### src/rtl/divider_fixed_point_16_bit_if.sv
// Operand/result handshake bundle for the Q3.12 fixed-point divider.
interface divider_fixed_point_16_bit_if #(
    parameter int unsigned N = 16
);
    logic         in_valid;
    logic         in_ready;
    logic [N-1:0] a;
    logic [N-1:0] b;
    logic         out_valid;
    logic         out_ready;
    logic [N-1:0] q_result;
    logic         overflow;
    logic         div_by_zero;

    // Producer/consumer side (drives operands, accepts results)
    modport master (
        output in_valid, a, b, out_ready,
        input  in_ready, out_valid, q_result, overflow, div_by_zero
    );

    // Divider side
    modport slave (
        input  in_valid, a, b, out_ready,
        output in_ready, out_valid, q_result, overflow, div_by_zero
    );
endinterface

### src/rtl/divider_fixed_point_16_bit.sv
// Iterative signed fixed-point divider, q = a / b in Q(N-Q-1).Q, one quotient bit per clock.
// Restoring core works on magnitudes; sign is reapplied and the result saturated on DONE entry.
module divider_fixed_point_16_bit #(
    parameter int unsigned N = 16,
    parameter int unsigned Q = 12
) (
    input  logic                         clk,
    input  logic                         rst,
    divider_fixed_point_16_bit_if.slave  bus
);
    localparam int unsigned W  = N + Q;
    localparam int unsigned CW = $clog2(W + 1);

    localparam logic [W-1:0] POS_LIMIT = W'((2 ** (N - 1)) - 1);
    localparam logic [W-1:0] NEG_LIMIT = W'(2 ** (N - 1));
    localparam logic [N-1:0] Q_MAX     = {1'b0, {(N-1){1'b1}}};
    localparam logic [N-1:0] Q_MIN     = {1'b1, {(N-1){1'b0}}};

    typedef enum logic [1:0] {S_IDLE, S_CALC, S_DONE} state_e;

    state_e          state_q, state_d;
    logic            sign_q, sign_d;
    logic [N-1:0]    bmag_q, bmag_d;
    logic [W-1:0]    num_q, num_d;
    logic [N-1:0]    rem_q, rem_d;
    logic [CW-1:0]   cnt_q, cnt_d;
    logic [N-1:0]    q_q, q_d;
    logic            ovf_q, ovf_d;
    logic            dbz_q, dbz_d;
    logic            in_ready_q, in_ready_d;
    logic            out_valid_q, out_valid_d;

    logic            accept_c;
    logic            handoff_c;
    logic            b_zero_c;
    logic [N-1:0]    a_mag_c;
    logic [N-1:0]    b_mag_c;
    logic [N:0]      rem_sh_c;
    logic            ge_c;
    logic [W-1:0]    mag_c;

    assign accept_c  = bus.in_valid & in_ready_q;
    assign handoff_c = out_valid_q & bus.out_ready;
    assign b_zero_c  = (bus.b == '0);
    assign a_mag_c   = bus.a[N-1] ? N'(-bus.a) : bus.a;
    assign b_mag_c   = bus.b[N-1] ? N'(-bus.b) : bus.b;

    // One restoring step: numerator MSB shifts into the remainder, quotient bit into num LSB
    assign rem_sh_c  = {rem_q, num_q[W-1]};
    assign ge_c      = (rem_sh_c >= {1'b0, bmag_q});
    assign mag_c     = {num_q[W-2:0], ge_c};

    // State register and datapath registers
    always_ff @(posedge clk) begin
        if (rst) begin
            state_q     <= S_IDLE;
            sign_q      <= 1'b0;
            bmag_q      <= '0;
            num_q       <= '0;
            rem_q       <= '0;
            cnt_q       <= '0;
            q_q         <= '0;
            ovf_q       <= 1'b0;
            dbz_q       <= 1'b0;
            in_ready_q  <= 1'b1;
            out_valid_q <= 1'b0;
        end else begin
            state_q     <= state_d;
            sign_q      <= sign_d;
            bmag_q      <= bmag_d;
            num_q       <= num_d;
            rem_q       <= rem_d;
            cnt_q       <= cnt_d;
            q_q         <= q_d;
            ovf_q       <= ovf_d;
            dbz_q       <= dbz_d;
            in_ready_q  <= in_ready_d;
            out_valid_q <= out_valid_d;
        end
    end

    // Next-state decode
    always_comb begin
        state_d = state_q;
        case (state_q)
            S_IDLE:  if (accept_c) state_d = b_zero_c ? S_DONE : S_CALC;
            S_CALC:  if (cnt_q == CW'(1)) state_d = S_DONE;
            S_DONE:  if (handoff_c) state_d = S_IDLE;
            default: state_d = S_IDLE;
        endcase
    end

    // Datapath and output next values
    always_comb begin
        sign_d      = sign_q;
        bmag_d      = bmag_q;
        num_d       = num_q;
        rem_d       = rem_q;
        cnt_d       = cnt_q;
        q_d         = q_q;
        ovf_d       = ovf_q;
        dbz_d       = dbz_q;
        in_ready_d  = in_ready_q;
        out_valid_d = out_valid_q;
        case (state_q)
            S_IDLE: begin
                if (accept_c) begin
                    sign_d     = bus.a[N-1] ^ bus.b[N-1];
                    bmag_d     = b_mag_c;
                    num_d      = {a_mag_c, {Q{1'b0}}};
                    rem_d      = '0;
                    cnt_d      = CW'(W);
                    in_ready_d = 1'b0;
                    if (b_zero_c) begin
                        dbz_d = 1'b1;
                        ovf_d = 1'b0;
                        q_d   = bus.a[N-1] ? Q_MIN : Q_MAX;
                    end
                end
            end
            S_CALC: begin
                rem_d = ge_c ? N'(rem_sh_c - {1'b0, bmag_q}) : rem_sh_c[N-1:0];
                num_d = mag_c;
                cnt_d = cnt_q - CW'(1);
                if (cnt_q == CW'(1)) begin
                    out_valid_d = 1'b1;
                    dbz_d       = 1'b0;
                    if (sign_q && (mag_c != '0)) begin
                        ovf_d = (mag_c > NEG_LIMIT);
                        q_d   = (mag_c > NEG_LIMIT) ? Q_MIN : -mag_c[N-1:0];
                    end else begin
                        ovf_d = (mag_c > POS_LIMIT);
                        q_d   = (mag_c > POS_LIMIT) ? Q_MAX : mag_c[N-1:0];
                    end
                end
            end
            S_DONE: begin
                // Divide-by-zero enters DONE directly; its result is presented one edge later
                if (!out_valid_q) out_valid_d = 1'b1;
                if (handoff_c) begin
                    out_valid_d = 1'b0;
                    in_ready_d  = 1'b1;
                    ovf_d       = 1'b0;
                    dbz_d       = 1'b0;
                end
            end
            default: begin
                in_ready_d  = 1'b1;
                out_valid_d = 1'b0;
            end
        endcase
    end

    assign bus.in_ready    = in_ready_q;
    assign bus.out_valid   = out_valid_q;
    assign bus.q_result    = q_q;
    assign bus.overflow    = ovf_q;
    assign bus.div_by_zero = dbz_q;

endmodule

### src/flat_wrapper.sv
// flat-port wrapper written by rule: the top's interface ports become plain ports
module divider_fixed_point_16_bit_flat 
#(
    parameter int unsigned N = 16,
    parameter int unsigned Q = 12
)
  (clk, rst, bus_in_valid, bus_a, bus_b, bus_out_ready, bus_in_ready, bus_out_valid, bus_q_result, bus_overflow, bus_div_by_zero);
  divider_fixed_point_16_bit_if #(.N(N)) bus_i ();
  input  logic clk;
  input  logic rst;
  input wire logic [$bits(bus_i.in_valid)-1:0] bus_in_valid;
  input wire logic [$bits(bus_i.a)-1:0] bus_a;
  input wire logic [$bits(bus_i.b)-1:0] bus_b;
  input wire logic [$bits(bus_i.out_ready)-1:0] bus_out_ready;
  output wire logic [$bits(bus_i.in_ready)-1:0] bus_in_ready;
  output wire logic [$bits(bus_i.out_valid)-1:0] bus_out_valid;
  output wire logic [$bits(bus_i.q_result)-1:0] bus_q_result;
  output wire logic [$bits(bus_i.overflow)-1:0] bus_overflow;
  output wire logic [$bits(bus_i.div_by_zero)-1:0] bus_div_by_zero;
  assign bus_i.in_valid = bus_in_valid;
  assign bus_i.a = bus_a;
  assign bus_i.b = bus_b;
  assign bus_i.out_ready = bus_out_ready;
  assign bus_in_ready = bus_i.in_ready;
  assign bus_out_valid = bus_i.out_valid;
  assign bus_q_result = bus_i.q_result;
  assign bus_overflow = bus_i.overflow;
  assign bus_div_by_zero = bus_i.div_by_zero;
  divider_fixed_point_16_bit #(.N(N), .Q(Q)) u_core (.clk(clk), .rst(rst), .bus(bus_i));
endmodule
### config.mk
export PLATFORM = sky130hd
export DESIGN_NAME = divider_fixed_point_16_bit_flat
export DESIGN_NICKNAME = d
export VERILOG_FILES = /design/src/rtl/divider_fixed_point_16_bit_if.sv /design/src/rtl/divider_fixed_point_16_bit.sv /design/src/flat_wrapper.sv
export SDC_FILE = /design/constraint.sdc
export NUM_CORES = 1
export LEC_CHECK = 0
export BUFFER_PORTS_ARGS = -buffer_cell sky130_fd_sc_hd__buf_4
export CORE_MARGIN = 2
export CORE_UTILIZATION = 35
export DETAILED_ROUTE_END_ITERATION = 16
export HOLD_SLACK_MARGIN = 0.1
export REMOVE_ABC_BUFFERS = 1
export SYNTH_ARGS = -nofsm -noshare
export SYNTH_HDL_FRONTEND = slang
export SYNTH_SLANG_ARGS = --single-unit
export TNS_END_PERCENT = 20
### constraint.sdc
create_clock -name clk -period 4.8 [get_ports clk]
set_input_delay 0.96 -clock clk [delete_from_list [all_inputs] [get_ports clk]]
set_output_delay 0.96 -clock clk [all_outputs]
set_load 0.01 [all_outputs]
Word-level counts from Yosys, hierarchy flattened
Index checks and enable logic that the tools add are counted.
- reduce and logical (&&, ||, !) cells: 13
- bitwise logic cells: 5
- mux-type cells: 38
- magnitude comparators: 3
- add/subtract/negate cells: 5
- equal/unequal tests: 7
- operators by type and width (kind ; number):
    $mux 16 ; 11
    $pmux 16 s2 ; 2
    $pmux 28 s2 ; 1
    $neg 16->16 ; 3
    $gt 28x15->1 const B ; 1
    $gt 28x16->1 const B ; 1
    $mux 28 ; 1
    $reduce_bool 28->1 ; 1
    $ge 17x16->1 ; 1
    $logic_not 16->1 ; 1
    $sub 16x16->16 ; 1
    $mux 1 ; 12
    $pmux 1 s3 ; 4
    $pmux 5 s2 ; 1
    $mux 2 ; 4
    $ne 2x1->1 const B ; 4
    $pmux 2 s3 ; 1
    $reduce_and 2->1 ; 3
    $reduce_and 3->1 ; 2
    $eq 5x1->1 const B ; 1
    $mux 5 ; 1
    $reduce_and 5->1 ; 1
    $sub 5x1->5 const B ; 1
    $reduce_and 4->1 ; 1
    9 further kinds ; 11
- register bits after elaboration: 88

Logic depth before layout (Yosys ltp)
- word-level depth: 6
- gate-level depth with buffers: 20
- gate-level depth less buffers: 17

Worst setup path after synthesis
No wires, ideal clock.
- path kind: register to register
- start point: register u_core.bmag_q[11]
- end point: register u_core.q_q[10] (netlist: u_core.bus.q_result[10])
- slack: 1.014 ns
- arrival: 3.669 ns
- buffers on the path: 3
- cell stages (with the launch flop): 20
- cells stage by stage: dfxtp_1 > inv_1 > ha_1 > nand4_1 > or4_1 > and3_1 > a31oi_1 > inv_1 > clkbuf_1 > clkbuf_1 > ha_1 > nor2b_1 > nand4_1 > nand2_1 > nand2_1 > clkbuf_1 > nor4_1 > o21ai_0 > o311ai_0 > a22o_1
- cells in the longest elaborated chain, start to end: 6
- elaborated cells between the ends (all ways): 11
- ends and longest elaborated chain (what ; line ; RTL):
    start, declared ; divider_fixed_point_16_bit.sv:23 ; logic [N-1:0] bmag_q, bmag_d;
    start signal, assigned ; divider_fixed_point_16_bit.sv:70 ; bmag_q <= bmag_d;
    $ge 17x16->1 (*) ; divider_fixed_point_16_bit.sv:50 ; assign ge_c = (rem_sh_c >= {1'b0, bmag_q});
    $gt 28x15->1, or another cell as far along ; divider_fixed_point_16_bit.sv:133 ; q_d = (mag_c > POS_LIMIT) ? Q_MAX : mag_c[N-1:0];
    $mux 16, or another cell as far along ; divider_fixed_point_16_bit.sv:133 ;
    $mux 16 (*) ; divider_fixed_point_16_bit.sv:128 ; if (sign_q && (mag_c != '0)) begin
    $mux 16 (*) ; divider_fixed_point_16_bit.sv:125 ; if (cnt_q == CW'(1)) begin
    $pmux 16 s2 (*) ; divider_fixed_point_16_bit.sv:105 ; case (state_q)
    end signal, assigned ; divider_fixed_point_16_bit.sv:74 ; q_q <= q_d;
    end, declared ; divider_fixed_point_16_bit.sv:27 ; logic [N-1:0] q_q, q_d;
Every way passes the cells marked *; elsewhere a longest branch is shown, timed or not. The select of a mux whose other input is x is not followed.
A chain may end at the register's enable or synchronous reset.

Final worst setup path
- start point: register u_core.bmag_q[6]
- end point: register u_core.q_q[3] (netlist: u_core.bus.q_result[3])
The elaborated chain is that of the path after synthesis.

==> results.yml <==
critical_path:
  setup.worst_path.class: "flop to flop"
  cp_max_fo: 11
  rr_endpoint: "u_core.bus.q_result[3]"
  end_kind: "flop"
  r2r-start: "u_core.bmag_q[6]"
  worstPathArrival_ps: 4070
  r2r_cells: 16
  worstSetupStartpointType: "flop"
  cp.required_ps: 5040
  r2r_slack_ps: 970
floorplan:
  die_y_um: 128.3
  fp.dieArea_mm2: 0.01645
  io_pins: 56
  core_area_mm2: 0.01515
  die_w_um: 128.3
  initial_core_util: 0.3568
  row_count: 45
worst_hold_path:
  min_path_type: "flop to flop"
  min_to: "u_core.rem_q[15]"
  holdPathStages: 2
  min_from: "u_core.rem_q[15]"
routing:
  num_vias: 5086
  viasPerCell: 5.546
  drt_iter0_drc: 340
  routedWlPerCell_um: 15.47
  drt-pass1-iter-count: 6
  finalWirelength_mm: 14.19
  ant_nets: 0
  drt_drc_violations_left: 0
sta:
  drv_slew: 0
  rsz0062_at_grt: "no"
  post-route-period-util: 0.7973
  hold_viol: 0
  slew-limit-headroom: 0.1934
  hold-worst-slack_ps: 457.0
  max_freq_mhz: 261.3
  fin_skew_ps: 9.139
  setup_viol: 0
  setup_ws_ps: 972.8
  fin_crit_ps: 3827
  tns_ps: 0
  tightest_slew_ps: 1205
grt:
  grt_usage: 0.1797
  antenna_found_initial: 0
  overflow: 0
  grt_pass1_vias: 4887
  grt_max_degree: 65
  grt_pass1_wl_mm: 23.95
clock_tree:
  cts_hold_buf: 0
  cts_made_buffers: 9
  ctsResizeCount: 0
  root_buffer: "clkbuf_16"
  clock_sinks: 88
  clockBufferDepth: 2
  cts_tree: "yes"
  path_clk_slew_ps: 70
  cts_setup_buffers: 0
  clk_latency_ps: 350
  htree_levels: 3
synthesis:
  ys_seq_elements: 88
  synth_edf_count: 0
  avgSynthCellArea_um2: 7.843
  synthArstFlopShare: 0
  synth_ff_type: "dfxtp_1"
  synth_cell_types: 60
  syn_area_mm2: 0.005404
  synth_top_area_frac: 0.3260
  seq_area_frac_synth: 0.3260
  yosysTopAreaCell: "dfxtp_1"
  synth_area_leaders: "dfxtp_1 (33%), ha_1 (5.8%), nor2_1 (5.8%)"
  syn_inst: 689
  ys_warn_count: 0
final_layout:
  postLayoutCoreUtil: 0.4161
  fillers: 1501
  drive_gt1_frac: 0.1248
  ff_latch_area_mm2: 0.001762
  nets: 788
  multi_input_area_mm2: 0.003347
  syn2layout_area_growth_pct: 16.62
  n_antenna_cell: 0
placement:
  post-dp-hpwl_mm: 10.27
  port_buffers: 55
  dp_slack_ps: 1015
  gp_congestion: 0.9366
status:
  status: "complete, no violations"
pwr:
  pwr_density_cell_mw_per_mm2: 616.7
  leakagePower_nw: 2.499
  peakVddDrop_mv: 0.2528
job:
  cap_violations: 0
## worst max-delay path: stages, from the launching register on
cell,delay [ps]
dfxtp_1,320
inv_1,50
ha_1,380
nand3_1,130
or4_1,500
and3_1,190
a31oi_1,150
buf_4,210
inv_1,80
ha_1,210
nor2b_1,160
nand4_1,180
nand2_1,140
nand2_1,340
o31ai_1,130
a221o_1,360
a22o_1,190
## placed cells by master, fill, tap and decap left out, types with 8 or more instances in the layout
cell,instances
xor2_1,27
dfxtp_1,88
nor3_1,11
xnor2_1,14
a21oi_1,41
a22o_1,14
o31ai_1,9
a211oi_1,23
ha_1,25
nor2_1,83
o21ai_0,51
a22oi_1,16
nor4_1,12
inv_1,39
buf_4,64
clkbuf_16,9
nand2_1,69
nand2b_1,11
mux2i_1,10
o311ai_0,8
## logic make-up (layout without fill, tap and decap cells)
logic type	Yosys count	after routing	share of synthesized area
flip-flops	88	88	0.3260
adder cells (fa/ha/maj)	26	26	0.06159
AO/OA/AOI/OAI	216	216	0.2690
AND/OR/NAND/NOR	230	230	0.2010
buffers and inverters	77	117	0.05534
XOR/XNOR	41	41	0.06645
multiplexers	11	11	0.02061
## power by group
group          internal (W)  switching [W]  total (W)
logic              0.000793        0.00125    0.00204
clock network      0.000505       0.000298   0.000803
registers          0.000909       0.000135    0.00104
total               0.00221        0.00168    0.00389
## registers in the layout (all words and copies together) (netlist names), 2 cells and up
name and cells:
u_core.bmag_q 16, u_core.bus.q_result 16, u_core.cnt_q 5, u_core.num_q 28, u_core.rem_q 16, u_core.state_q 2
## synthesized netlist by cell type, types with 16 or more instances
| master | n |
|---|---|
| dfxtp_1 | 88 |
| nor2_1 | 83 |
| nand2_1 | 69 |
| o21ai_0 | 51 |
| a21oi_1 | 42 |
| inv_1 | 39 |
| clkbuf_1 | 33 |
| xor2_1 | 27 |
| ha_1 | 25 |
| a211oi_1 | 23 |
| a22oi_1 | 16 |
## through the flow
| step | total power, W | instances | instance area (um2) |
|---|---|---|---|
| after CTS | 0.003896 | 917 | 6302 |
| after global placement | 0.003065 | 903 | 5971 |
| final | 0.003887 | 917 | 6302 |
| after floorplan | 0.002479 | 651 | 5251 |
| after global routing | 0.004206 | 917 | 6302 |
| after detailed placement | 0.003082 | 903 | 5971 |
## how the worst max path moves through the flow
stage	from	to	slack, ps	cells past startpoint
final	u_core.bmag_q[6]	u_core.bus.q_result[3]	970	16
after global routing	u_core.bmag_q[6]	u_core.bus.q_result[12]	570	16
after CTS	u_core.bmag_q[6]	u_core.bus.q_result[3]	1000	16
after detailed placement	u_core.bmag_q[10]	u_core.bus.q_result[3]	1010	16
after global placement	u_core.bmag_q[6]	u_core.bus.q_result[3]	1080	16
after floorplan	u_core.bmag_q[11]	u_core.bus.q_result[3]	560	15
## cell type report
cell class / instances / area share
clock buffer: 9 / 0.03574
timing repair buffer: 64 / 0.07624
clock inverter: 5 / 0.01688
multi-input combinational: 524 / 0.5311
tap: 188 / 0.03732
inverter: 39 / 0.02323
sequential: 88 / 0.2795
## metal layers
layer | wire length [um] | vias up | global-route usage
met2 | 6492 | 106 | 0.2857
met1 | 6974 | 2400 | 0.2443
li1 | - | 2561 | -
met4 | 249 | 0 | 0.06917
met3 | 468 | 19 | 0.02880
met5 | 0 | - | 0
Power figures use the tool's default switching activity.
